**src/rtl/ram_rw_responder_if.sv**
```systemverilog
// ram_rw_responder_if
//   Bundles the core request port (ram_rw_*) and the RAMHelper port
//   (ram_*) seen by ram_rw_responder.
//   Optional build macro RAM_RSP_MISALIGN_CHK_EN adds ram_rw_err_o.
//
//   Core side : ram_rw_cen_i, ram_rw_wen_i, ram_rw_addr_i, ram_rw_wdata_i,
//               ram_rw_size_i -> responder; ram_rw_ready_o, ram_rw_data_o
//               (and ram_rw_err_o) -> core.
//   RAM side  : ram_en_o, ram_wen_o, ram_idx_o, ram_wdata_o, ram_wmask_o
//               -> RAM; ram_rdata_i -> responder.
//
//   modport slave  : the responder's view.
//   modport master : the core/RAM environment's view.
interface ram_rw_responder_if;
    logic        ram_rw_cen_i;
    logic        ram_rw_wen_i;
    logic [63:0] ram_rw_addr_i;
    logic [63:0] ram_rw_wdata_i;
    logic [2:0]  ram_rw_size_i;
    logic        ram_rw_ready_o;
    logic [63:0] ram_rw_data_o;
`ifdef RAM_RSP_MISALIGN_CHK_EN
    logic        ram_rw_err_o;
`endif
    logic        ram_en_o;
    logic        ram_wen_o;
    logic [63:0] ram_idx_o;
    logic [63:0] ram_wdata_o;
    logic [63:0] ram_wmask_o;
    logic [63:0] ram_rdata_i;

    modport slave (
`ifdef RAM_RSP_MISALIGN_CHK_EN
        output ram_rw_err_o,
`endif
        input  ram_rw_cen_i, ram_rw_wen_i, ram_rw_addr_i, ram_rw_wdata_i,
               ram_rw_size_i, ram_rdata_i,
        output ram_rw_ready_o, ram_rw_data_o, ram_en_o, ram_wen_o,
               ram_idx_o, ram_wdata_o, ram_wmask_o
    );

    modport master (
`ifdef RAM_RSP_MISALIGN_CHK_EN
        input  ram_rw_err_o,
`endif
        output ram_rw_cen_i, ram_rw_wen_i, ram_rw_addr_i, ram_rw_wdata_i,
               ram_rw_size_i, ram_rdata_i,
        input  ram_rw_ready_o, ram_rw_data_o, ram_en_o, ram_wen_o,
               ram_idx_o, ram_wdata_o, ram_wmask_o
    );
endinterface

```
**src/rtl/ram_rw_responder.sv**
```systemverilog
// ram_rw_responder
//   Memory-side responder between the core's ram_rw_* port and a 64-bit
//   word RAM. Takes one request at a time, converts byte address/size into
//   a doubleword index plus bit write mask, aligns and extends load data,
//   and answers with a one-cycle ready pulse three cycles after acceptance.
//
//   Ports:
//     clock : rising-edge clock
//     reset : synchronous, active-high
//     bus   : ram_rw_responder_if.slave (core request port + RAM port)
//   Parameter:
//     PC_START : RAM base address; idx = (addr - PC_START) >> 3
//   Optional build macro:
//     RAM_RSP_MISALIGN_CHK_EN : misaligned requests skip the RAM access,
//                               return 0 and raise ram_rw_err_o in DONE.
//
//   state     | meaning
//   ----------+-----------------------------------------------------------
//   S_IDLE    | waiting for cen; latches the request when it arrives
//   S_ACCESS  | RAM enable/write cycle, index/mask/data driven
//   S_CAPTURE | RAM read data valid; formatted result stored in r_data
//   S_DONE    | ready pulse with r_data; always returns to S_IDLE
module ram_rw_responder #(
    parameter logic [63:0] PC_START = 64'h8000_0000
) (
    input  logic         clock,
    input  logic         reset,
    ram_rw_responder_if.slave bus
);
    localparam logic [1:0] S_IDLE    = 2'd0;
    localparam logic [1:0] S_ACCESS  = 2'd1;
    localparam logic [1:0] S_CAPTURE = 2'd2;
    localparam logic [1:0] S_DONE    = 2'd3;

    logic [1:0]  r_state;
    logic        r_wen;
    logic [63:0] r_addr;
    logic [63:0] r_wdata;
    logic [2:0]  r_size;
    logic [63:0] r_data;
`ifdef RAM_RSP_MISALIGN_CHK_EN
    logic        r_err;
`endif

    logic        w_access;
    logic        w_ram_go;
    logic        w_misalign;
    logic [2:0]  w_off;
    logic [7:0]  w_lanes;
    logic [7:0]  w_bmask;
    logic [63:0] w_bitmask;
    logic [63:0] w_shifted;
    logic [63:0] w_load;
    logic [63:0] w_rel_addr;

    assign w_access   = (r_state == S_ACCESS);
    assign w_off      = r_addr[2:0];
    assign w_rel_addr = r_addr - PC_START;

    always_comb begin
        w_lanes    = 8'h00;
        w_misalign = 1'b0;
        case (r_size[1:0])
            2'd0: begin w_lanes = 8'h01; w_misalign = 1'b0;        end
            2'd1: begin w_lanes = 8'h03; w_misalign = w_off[0];    end
            2'd2: begin w_lanes = 8'h0F; w_misalign = |w_off[1:0]; end
            default: begin w_lanes = 8'hFF; w_misalign = |w_off;   end
        endcase
        // Lanes shifted past byte 7 fall off the 8-bit mask.
        w_bmask = w_lanes << w_off;
        for (int i = 0; i < 8; i++) begin
            w_bitmask[8*i +: 8] = {8{w_bmask[i]}};
        end
    end

    always_comb begin
        w_shifted = bus.ram_rdata_i >> {w_off, 3'b000};
        case (r_size[1:0])
            2'd0:    w_load = {{56{~r_size[2] & w_shifted[7]}},  w_shifted[7:0]};
            2'd1:    w_load = {{48{~r_size[2] & w_shifted[15]}}, w_shifted[15:0]};
            2'd2:    w_load = {{32{~r_size[2] & w_shifted[31]}}, w_shifted[31:0]};
            default: w_load = w_shifted;
        endcase
    end

`ifdef RAM_RSP_MISALIGN_CHK_EN
    assign w_ram_go = w_access & ~w_misalign;
`else
    assign w_ram_go = w_access;
`endif

    // RAM-side outputs decode straight from the state register, so a write
    // in ACCESS still lands on the edge where reset is sampled.
    assign bus.ram_en_o       = w_ram_go;
    assign bus.ram_wen_o      = w_ram_go & r_wen;
    assign bus.ram_wmask_o    = w_ram_go ? w_bitmask : 64'd0;
    assign bus.ram_idx_o      = w_access ? {3'b000, w_rel_addr[63:3]} : 64'd0;
    assign bus.ram_wdata_o    = w_access ? (r_wdata << {w_off, 3'b000}) : 64'd0;
    assign bus.ram_rw_ready_o = (r_state == S_DONE);
    assign bus.ram_rw_data_o  = r_data;
`ifdef RAM_RSP_MISALIGN_CHK_EN
    assign bus.ram_rw_err_o   = r_err;
`endif

    always_ff @(posedge clock) begin
        if (reset) begin
            r_state <= S_IDLE;
            r_wen   <= 1'b0;
            r_addr  <= 64'd0;
            r_wdata <= 64'd0;
            r_size  <= 3'd0;
            r_data  <= 64'd0;
`ifdef RAM_RSP_MISALIGN_CHK_EN
            r_err   <= 1'b0;
`endif
        end else begin
            case (r_state)
                S_IDLE: begin
                    if (bus.ram_rw_cen_i) begin
                        r_wen   <= bus.ram_rw_wen_i;
                        r_addr  <= bus.ram_rw_addr_i;
                        r_wdata <= bus.ram_rw_wdata_i;
                        r_size  <= bus.ram_rw_size_i;
                        r_state <= S_ACCESS;
                    end
                end
                S_ACCESS: r_state <= S_CAPTURE;
                S_CAPTURE: begin
`ifdef RAM_RSP_MISALIGN_CHK_EN
                    r_data  <= (r_wen | w_misalign) ? 64'd0 : w_load;
                    r_err   <= w_misalign;
`else
                    r_data  <= r_wen ? 64'd0 : w_load;
`endif
                    r_state <= S_DONE;
                end
                default: begin
`ifdef RAM_RSP_MISALIGN_CHK_EN
                    r_err   <= 1'b0;
`endif
                    r_state <= S_IDLE;
                end
            endcase
        end
    end
endmodule

```
**src/flat_wrapper.sv**
```systemverilog
// flat-port wrapper written by rule: the top's interface ports become plain ports
module ram_rw_responder_flat 
#(
    parameter logic [63:0] PC_START = 64'h8000_0000
)
  (clock, reset, bus_ram_rw_cen_i, bus_ram_rw_wen_i, bus_ram_rw_addr_i, bus_ram_rw_wdata_i, bus_ram_rw_size_i, bus_ram_rdata_i, bus_ram_rw_ready_o, bus_ram_rw_data_o, bus_ram_en_o, bus_ram_wen_o, bus_ram_idx_o, bus_ram_wdata_o, bus_ram_wmask_o);
  ram_rw_responder_if bus_i ();
  input  logic clock;
  input  logic reset;
  input wire logic [$bits(bus_i.ram_rw_cen_i)-1:0] bus_ram_rw_cen_i;
  input wire logic [$bits(bus_i.ram_rw_wen_i)-1:0] bus_ram_rw_wen_i;
  input wire logic [$bits(bus_i.ram_rw_addr_i)-1:0] bus_ram_rw_addr_i;
  input wire logic [$bits(bus_i.ram_rw_wdata_i)-1:0] bus_ram_rw_wdata_i;
  input wire logic [$bits(bus_i.ram_rw_size_i)-1:0] bus_ram_rw_size_i;
  input wire logic [$bits(bus_i.ram_rdata_i)-1:0] bus_ram_rdata_i;
  output wire logic [$bits(bus_i.ram_rw_ready_o)-1:0] bus_ram_rw_ready_o;
  output wire logic [$bits(bus_i.ram_rw_data_o)-1:0] bus_ram_rw_data_o;
  output wire logic [$bits(bus_i.ram_en_o)-1:0] bus_ram_en_o;
  output wire logic [$bits(bus_i.ram_wen_o)-1:0] bus_ram_wen_o;
  output wire logic [$bits(bus_i.ram_idx_o)-1:0] bus_ram_idx_o;
  output wire logic [$bits(bus_i.ram_wdata_o)-1:0] bus_ram_wdata_o;
  output wire logic [$bits(bus_i.ram_wmask_o)-1:0] bus_ram_wmask_o;
  assign bus_i.ram_rw_cen_i = bus_ram_rw_cen_i;
  assign bus_i.ram_rw_wen_i = bus_ram_rw_wen_i;
  assign bus_i.ram_rw_addr_i = bus_ram_rw_addr_i;
  assign bus_i.ram_rw_wdata_i = bus_ram_rw_wdata_i;
  assign bus_i.ram_rw_size_i = bus_ram_rw_size_i;
  assign bus_i.ram_rdata_i = bus_ram_rdata_i;
  assign bus_ram_rw_ready_o = bus_i.ram_rw_ready_o;
  assign bus_ram_rw_data_o = bus_i.ram_rw_data_o;
  assign bus_ram_en_o = bus_i.ram_en_o;
  assign bus_ram_wen_o = bus_i.ram_wen_o;
  assign bus_ram_idx_o = bus_i.ram_idx_o;
  assign bus_ram_wdata_o = bus_i.ram_wdata_o;
  assign bus_ram_wmask_o = bus_i.ram_wmask_o;
  ram_rw_responder #(.PC_START(PC_START)) u_core (.clock(clock), .reset(reset), .bus(bus_i));
endmodule
```
**config.mk**
```make
export PLATFORM = sky130hd
export DESIGN_NAME = ram_rw_responder_flat
export DESIGN_NICKNAME = d
export VERILOG_FILES = /design/src/rtl/ram_rw_responder_if.sv /design/src/rtl/ram_rw_responder.sv /design/src/flat_wrapper.sv
export SDC_FILE = /design/constraint.sdc
export NUM_CORES = 1
export LEC_CHECK = 0
export BUFFER_PORTS_ARGS = -buffer_cell sky130_fd_sc_hd__clkbuf_2
export CAP_MARGIN = 20
export CORE_AREA = 2 2 177 179
export CTS_CLUSTER_DIAMETER = 80
export DETAILED_ROUTE_END_ITERATION = 7
export DIE_AREA = 0 0 179 181
export PLACE_DENSITY = 0.78
export SYNTH_ARGS = -nofsm -noshare
export SYNTH_HDL_FRONTEND = slang
export SYNTH_SLANG_ARGS = --single-unit
```
**constraint.sdc**
```tcl
create_clock -name clock -period 6.96 [get_ports clock]
set_clock_uncertainty 0.15 [all_clocks]
set_input_delay 0.348 -clock clock [delete_from_list [all_inputs] [get_ports clock]]
set_output_delay 0.348 -clock clock [all_outputs]
set_load 0.1 [all_outputs]
```
==> metrics.csv, run 1 <==
metric,value,unit
dieArea,32400,sq um
yosysWarnings,0,
grt_start_max_net_pins,100,
critPathArrivalTime,3.88,ns
tns,0,ns
wl,48.2,mm
setup_ws,2.58,ns
grt_pass1_vias,12984,
synth_edf_count,0,
rsz0062_at_grt,false,
dp_slack,3.08,ns
cp_data_required_time,6.46,ns
status,completed,
critical_path_class,reg2out,
cts_made_buffers,17,
rows,64,
clockRootBuffer,clkbuf_16,
hp-start,bus_ram_rw_size_i[1],
async_flop_share,0,%
synth-seq-cells,198,
routed_via_density,5.64,
critPathMostFrequentCell,buf_4,
hold_violations,0,
holdPathEnd,u_core.r_size[1]$_SDFFE_PP0P_,
clock_path_buffers,2,
comb_power_share,60.8,%
crit_fanout,99,
grt_pass1_wl,73.3,mm
slowest_stage,buf_4,
cts.repair.resized,0,
htree_levels,4,
grt.total_usage,29.2,%
fin_nets,2168,
vias,13391,
switchingPower,4.03,mW
fin_cells,2374,
routabilityCongestion,0.968,
endpoint_kind,primary output,
maxSlewHeadroom,26.1,%
cts_setup_buffers,0,
synth_area_leader_cell,dfxtp_1,
hold_class,in2reg,
dr.pass1.iters,7,
r2r-start,u_core.r_addr[1]$_SDFFE_PP0P_,
syn-instance-count,1533,
cts_tree,yes,
min_period_over_period,62.9,%
worst_hold_slack,0.0165,ns
synthFlopType,dfxtp_1,
fp.coreArea,30300,sq um
worstRegToRegCells,5,
drive_gt1_share,30.1,%
drv_cap,0,
clock_sinks,198,
worst_pin_slew,1.11,ns
p_int,2.90,mW
pwr-share-seq,23.5,%
die_w,179,um
layout_commonest_cell,clkbuf_2,
reg2reg_slack,3.82,ns
area_growth,31.3,%
irDropWorstVdd,0.249,mV
ant_nets,0,
drc,0,
multiInputGateArea,7350,sq um
layout_common_cells,"clkbuf_2, nand2_1, dfxtp_1",
holdPathStages,3,
clock_latency,0.45,ns
seq_area,3970,sq um
mappedNetlistArea,12300,sq um
cp-start-kind,flip-flop,
path_cells,inv_1 -> ha_2 -> buf_4 -> nor2b_2 -> buf_4 -> nand2_1 -> nor2_1 -> clkbuf_2,
antenna_found_initial,2,
p_clk_share,15.7,%
start_util,40.4,%
clk_pin_slew_worst_paths,0.08,ns
place_inst,2218,
io_pins,458,
holdBufCountCts,123,
avgSynthCellArea,8.00,sq um
critPathMaxStageDelay,0.66,ns
ys_seq_area_share,32.3,%
finalSetupViolations,0,
fin_util,53.1,%
finalCriticalPeriod,4.38,ns
r2r-end,u_core.bus.ram_rw_data_o[19]$_SDFFE_PP0P_,
switching_share,58.1,%
synthDistinctLibCells,57,
fill_cells,2774,
io_buffers,454,
wl_per_cell,20.3,um
synthTopCellsByArea,"dfxtp_1, nand2_1, mux4_2",
drt_iter0_markers,1158,
fmax,0.228,GHz
yosysTopAreaCellShare,32.3,%
power_density,430,nW/um^2
p_leak,6.85,nW
report.final.slew_viol_count,0,
dieHeight,181,um
overflow,0,
dp_hpwl,33.5,mm
==> worst max-delay path by stage <==
stage	from	end	slack (ns)
after floorplan	u_core.r_state[1]$_SDFFE_PP0P_	bus_ram_wmask_o[17]	1.48
after global placement	u_core.r_state[1]$_SDFFE_PP0P_	bus_ram_wmask_o[8]	3.14
after detailed placement	u_core.r_state[1]$_SDFFE_PP0P_	bus_ram_wmask_o[8]	3.08
after CTS	u_core.r_state[1]$_SDFFE_PP0P_	bus_ram_wmask_o[8]	2.59
after global routing	u_core.r_state[1]$_SDFFE_PP0P_	bus_ram_wmask_o[15]	2.30
final	u_core.r_state[1]$_SDFFE_PP0P_	bus_ram_wmask_o[15]	2.58
==> layout make-up <==
| type | count | area share, % |
|---|---|---|
| diodes | 1 | 0.0155 |
| clock buffers | 21 | 2.92 |
| clock inverters | 11 | 0.986 |
| inverters | 9 | 0.210 |
| multi-input cells | 1145 | 45.6 |
| flip-flops and latches | 198 | 24.7 |
| well taps | 396 | 3.08 |
| repair buffers | 593 | 22.5 |
==> per-stage QoR <==
stage | area [sq um] | power (mW)
finish | 16100 | 6.93
global route | 16100 | 7.25
global placement | 14200 | 5.72
detailed placement | 14200 | 5.78
CTS | 16100 | 6.92
floorplan | 12300 | 5.02
==> sequential cells by signal (all words and copies together) (netlist names) <==
register	cells
u_core.r_wdata	64
u_core.r_wen	1
u_core.r_addr	64
u_core.r_state	2
u_core.r_size	3
u_core.bus.ram_rw_data_o	64
==> power groups by stage <==
stage	Clock, mW	Combinational, mW	Sequential [mW]
3_5_place_dp	0	4.14	1.64
4_1_cts	1.10	4.20	1.62
6_report	1.08	4.22	1.63
3_3_place_gp	0	4.09	1.63
5_1_grt	1.14	4.45	1.66
2_1_floorplan	0	2.91	2.11
==> synth_stat cells (28+ instances only) <==
master / count
nand2_1: 368
dfxtp_1: 198
a21oi_1: 179
mux2i_1: 91
clkbuf_1: 81
o21ai_0: 77
and2_1: 66
nor2_1: 63
buf_4: 60
mux4_2: 49
nor2b_1: 35
mux2_2: 28
==> logic make-up after synthesis <==
| logic type | Yosys count | share of synthesized area [%] |
|---|---|---|
| AND/OR/NAND/NOR | 599 | 22.1 |
| AO/OA/AOI/OAI | 351 | 16.7 |
| flip-flops | 198 | 32.3 |
| buffers and inverters | 192 | 7.96 |
| multiplexers | 168 | 19.0 |
| XOR/XNOR | 19 | 1.36 |
| adder cells (fa/ha/maj) | 5 | 0.510 |
| other | 1 | 0.0306 |
==> layer usage <==
layer	vias up	GRT usage, %	share of wire [%]
met5	-	0	0.029
met4	2	15.5	5.3
met3	168	6.54	8.2
met2	758	48.0	48
met1	6322	35.1	38
li1	6141	-	-
==> critical path, delay by kind of cell (launching register included) <==
kind | cells | cell delay (ns)
buf+inv | 4 | 1.63
flops | 1 | 0.35
simple gates | 3 | 1.26
fa+ha+maj | 1 | 0.16
No activity file was read; power rests on OpenSTA's default activity.
==> inputs of run 2 (changes only) <==
--- a/config.mk
+++ b/config.mk
@@ -11,7 +11,7 @@
 export CTS_CLUSTER_DIAMETER = 80
 export DETAILED_ROUTE_END_ITERATION = 7
 export DIE_AREA = 0 0 179 181
-export PLACE_DENSITY = 0.78
+export PLACE_DENSITY = 0.81
 export SYNTH_ARGS = -nofsm -noshare
 export SYNTH_HDL_FRONTEND = slang
 export SYNTH_SLANG_ARGS = --single-unit
==> constraint.sdc (replaced) <==
create_clock -name clock -period 3.75 [get_ports clock]
set_clock_uncertainty 0.15 [all_clocks]
set_input_delay 0.1875 -clock clock [delete_from_list [all_inputs] [get_ports clock]]
set_output_delay 0.1875 -clock clock [all_outputs]
set_load 0.1 [all_outputs]
==> run 2 against run 1 <==
Sequential power rose by 85%. Final cell count increased by 1.3%. Combinational power increased by 96%. Sequential share of layout area fell by 1.2 points. Core utilization grew 2.7 points. Clock power rose by 75%. First-iteration DRC count rose by 20%. Clock-buffer cell count decreased by 3. Critical endpoint is now bus_ram_idx_o[52].
==> metrics.csv, run 2 (synthesis results as in run 1) <==
metric,value,unit
status,completed,
fin_nets,2200,
rsz0062_at_grt,false,
vias,13692,
antenna_found_initial,1,
cts_made_buffers,17,
hold_violations,0,
rows,64,
layout_common_cells,"clkbuf_2, nand2_1, dfxtp_1",
tns,0,ns
layout_commonest_cell,clkbuf_2,
wl_per_cell,20.6,um
dieArea,32400,sq um
ant_nets,0,
seq_area,3970,sq um
io_buffers,454,
worst_hold_slack,0.0466,ns
grt_pass1_vias,13608,
clk_pin_slew_worst_paths,0.09,ns
htree_levels,4,
placed_area,15000,sq um
grt.total_usage,29.7,%
cts_setup_buffers,0,
design_area,16900,sq um
drc,0,
slowest_stage,or4b_2,
min_period_over_period,96.5,%
fp.coreArea,30300,sq um
crit_fanout,7,
fin_cells,2405,
drv_cap,0,
worst-path-buf-inv,3,
io_pins,458,
dp_hpwl,34.4,mm
endpoint_kind,primary output,
dr.pass1.iters,5,
clock_latency,0.44,ns
cp_data_required_time,3.41,ns
clock_path_buffers,2,
critical_path_class,reg2out,
place_inst,2234,
fin_util,55.8,%
fill_cells,2663,
cts.repair.resized,0,
critPathMaxStageDelay,0.70,ns
cts_tree,yes,
start_util,40.4,%
worst_pin_slew,1.01,ns
critPathArrivalTime,3.28,ns
drt_iter0_markers,1395,
clockRootBuffer,clkbuf_16,
wl,49.5,mm
path_delay_family,simple AND/OR/NAND/NOR gates,
finalCriticalPeriod,3.62,ns
finalSetupViolations,0,
power_density,778,nW/um^2
hold_class,in2reg,
multiInputGateArea,7420,sq um
path_cells,inv_1 -> ha_1 -> or4b_2 -> nor3_2 -> buf_4 -> and2_0 -> xor2_1 -> and2_1 -> clkbuf_2,
drive_gt1_share,30.9,%
cp-start-kind,flip-flop,
grt_start_max_net_pins,87,
maxSlewHeadroom,32.6,%
dieHeight,181,um
area_growth,38.1,%
routabilityCongestion,0.958,
grt_pass1_wl,75.7,mm
die_w,179,um
routed_via_density,5.69,
p_leak,7.13,nW
irDropWorstVdd,0.473,mV
overflow,0,
fmax,0.276,GHz
report.final.slew_viol_count,0,
clock_sinks,198,
-- run 2: cell count changes in the layout (fill, tap and decap cells not counted), moves of 5 or more --
cell	before	now
buf_12	0	35
a21boi_1	0	5
dlygate4sd3_1	123	139
clkbuf_2	453	421
buf_4	17	29
a21boi_0	5	0
-- run 2: worst min-delay path, delay by kind of cell --
kind	cells	cell delay, ns
AOI/OAI and AO/OA	2	0.26
buffers and inverters	1	0.15
-- run 2: routing by layer --
layer | vias to the layer above | global-route usage, % | wire [um]
li1 | 6204 | - | -
met1 | 6455 | 36.7 | 18800
met2 | 858 | 49.2 | 23900
met3 | 175 | 5.68 | 4320
met4 | 0 | 14.9 | 2530
met5 | - | 0 | 0
-- run 2: cell type report --
| class | instances | share of cell area, % |
|---|---|---|
| Tap cell | 396 | 2.92 |
| Clock buffer | 18 | 2.59 |
| Sequential cell | 198 | 23.5 |
| Clock inverter | 13 | 0.901 |
| Antenna cell | 1 | 0.0148 |
| Inverter | 9 | 0.199 |
| Multi-Input combinational cell | 1145 | 43.8 |
| Timing Repair Buffer | 625 | 26.1 |
-- run 2: what timing repair did --
| item | CTS | global route |
|---|---|---|
| endpoints found under the hold margin | 139 | 0 |
| hold buffers | 139 | 0 |
| setup endpoints to repair | 0 | 0 |
-- run 2: final timing paths --
path | startpoint | endpoint | slack (ns) | cells past startpoint
hold / removal | bus_ram_rdata_i[56] | u_core.bus.ram_rw_data_o[56]$_SDFFE_PP0P_ | 0.05 | 3
setup / recovery | u_core.r_addr[31]$_SDFFE_PP0P_ | bus_ram_idx_o[52] | 0.13 | 9
hold reg to reg | u_core.r_addr[23]$_SDFFE_PP0P_ | u_core.r_addr[23]$_SDFFE_PP0P_ | 0.30 | 2
setup reg to reg | u_core.r_addr[0]$_SDFFE_PP0P_ | u_core.bus.ram_rw_data_o[19]$_SDFFE_PP0P_ | 0.88 | 6
-- run 2: report_power, final --
part           switching, mW  internal [mW]
sequential             0.464           2.54
clock                  0.924          0.970
combinational           6.29           2.00
total                   7.67           5.51
-- run 2: per-stage QoR --
stage | power [mW] | setup WS (ns)
global placement | 11.0 | 0.772
global route | 13.7 | 0.0255
finish | 13.2 | 0.131
detailed placement | 11.1 | 0.683
floorplan | 9.34 | 0.0325
CTS | 13.1 | 0.203
==> inputs of run 3 (changes only) <==
--- a/config.mk
+++ b/config.mk
@@ -11,6 +11,8 @@
 export CTS_CLUSTER_DIAMETER = 80
 export DETAILED_ROUTE_END_ITERATION = 7
 export DIE_AREA = 0 0 179 181
+export GPL_TIMING_DRIVEN = 0
+export HOLD_SLACK_MARGIN = 0.12
 export PLACE_DENSITY = 0.81
 export SYNTH_ARGS = -nofsm -noshare
 export SYNTH_HDL_FRONTEND = slang
==> run 3 against run 2 <==
Critical path depth is 2 lower. Combinational power is 3.1% higher. Cell area is 2.9% higher. Clock-buffer cell count is 1 lower. First-iteration DRC count is 0.65% lower. Highest routed layer unchanged. Worst hold slack better by 0.12 ns.
==> metrics.csv, run 3 (synthesis results as in run 1) <==
metric,value,unit
fin_cells,2566,
reg2reg_slack,0.90,ns
io_buffers,454,
place_inst,2386,
fin_nets,2360,
dieHeight,181,um
layout_common_cells,"clkbuf_2, nand2_1, dfxtp_1",
finalCriticalPeriod,3.66,ns
power_density,780,nW/um^2
report.final.slew_viol_count,0,
fmax,0.274,GHz
endpoint_kind,primary output,
critical_path_class,reg2out,
antenna_found_initial,1,
worst_hold_slack,0.162,ns
design_area,17400,sq um
drive_gt1_share,31.4,%
wl_per_cell,22.1,um
wl,56.8,mm
dr.pass1.iters,6,
power,13.6,mW
placed_area,15100,sq um
area_growth,42.1,%
path_cells,buf_2 -> clkbuf_4 -> buf_4 -> buf_4 -> nand2_1 -> a221oi_4 -> buf_2,
tns,0,ns
multiInputGateArea,7420,sq um
start_util,40.4,%
layout_commonest_cell,clkbuf_2,
fill_cells,2672,
cts_made_buffers,17,
min_period_over_period,97.5,%
fp.coreArea,30300,sq um
worst-path-buf-inv,5,
maxSlewHeadroom,38.7,%
slowest_stage,a221oi_4,
rows,64,
routabilityCongestion,0.993,
io_pins,458,
vias,14721,
worst_pin_slew,0.916,ns
hold_class,in2reg,
dp_hpwl,42.5,mm
cts_tree,yes,
htree_levels,4,
drt_iter0_markers,1386,
drv_cap,0,
dieArea,32400,sq um
cp-start-kind,flip-flop,
critPathMaxStageDelay,0.53,ns
routed_via_density,5.74,
cp_data_required_time,3.41,ns
crit_fanout,19,
grt_start_max_net_pins,20,
clock_latency,0.47,ns
critPathArrivalTime,3.32,ns
hold_violations,0,
clock_path_buffers,2,
clk_pin_slew_worst_paths,0.08,ns
ant_nets,0,
grt.total_usage,33.9,%
status,completed,
clockRootBuffer,clkbuf_16,
finalSetupViolations,0,
grt_pass1_vias,14162,
grt_pass1_wl,82.7,mm
overflow,0,
clock_sinks,198,
seq_area,3960,sq um
drc,0,
die_w,179,um
p_leak,7.52,nW
path_delay_family,buffers and inverters,
irDropWorstVdd,0.564,mV
==> run 3: worst paths after layout <==
| check | startpoint | endpoint | depth (start not counted) |
|---|---|---|---|
| worst max-delay path | u_core.r_addr[0]$_SDFFE_PP0P_ | bus_ram_wmask_o[16] | 7 |
| worst min register to register | u_core.r_addr[24]$_SDFFE_PP0P_ | u_core.r_addr[24]$_SDFFE_PP0P_ | 2 |
| worst max register to register | u_core.r_addr[1]$_SDFFE_PP0P_ | u_core.bus.ram_rw_data_o[51]$_SDFFE_PP0P_ | 7 |
| worst min-delay path | bus_ram_rdata_i[37] | u_core.bus.ram_rw_data_o[21]$_SDFFE_PP0P_ | 5 |
==> run 3: tightest hold or removal path, cell delays in order <==
cell and delay [ns]:
clkbuf_2 0.11, mux2i_1 0.15, o21ai_0 0.09, a21oi_1 0.11
a221oi_1 0.08
==> run 3: power breakdown <==
group	switching [mW]	internal [mW]
combinational	6.54	2.01
sequential	0.458	2.54
clock	0.956	1.08
==> run 3: what timing repair did <==
item,in CTS,in global routing
endpoints found under the setup margin,78,90
gates resized for setup,53,30
hold buffers,145,0
pin swaps,1,3
setup buffers,1,3
endpoints found under the hold margin,148,0
==> run 3: final cells by class <==
cell class	instances	area share (%)
multi-input combinational	1145	42.6
sequential	198	22.7
clock buffer	17	2.44
antenna	1	0.0144
timing repair buffer	604	22.4
tap	396	2.84
clock inverter	15	1.20
buffer	181	5.56
inverter	9	0.201
==> run 3: through the flow <==
stage	setup WS, ns	util, %
2_1_floorplan	0.0325	-
3_3_place_gp	-0.312	49.8
3_5_place_dp	-0.370	49.8
4_1_cts	0.00247	57.1
5_1_grt	-0.0119	57.4
6_report	0.0937	57.4
==> run 3: layer usage <==
metal / GRT usage, % / vias to the layer above / wire length (um)
li1: - / 6528 / -
met1: 41.9 / 6961 / 22100
met2: 55.0 / 986 / 26500
met3: 6.78 / 246 / 4950
met4: 18.6 / 0 / 3220
met5: 0 / - / 0
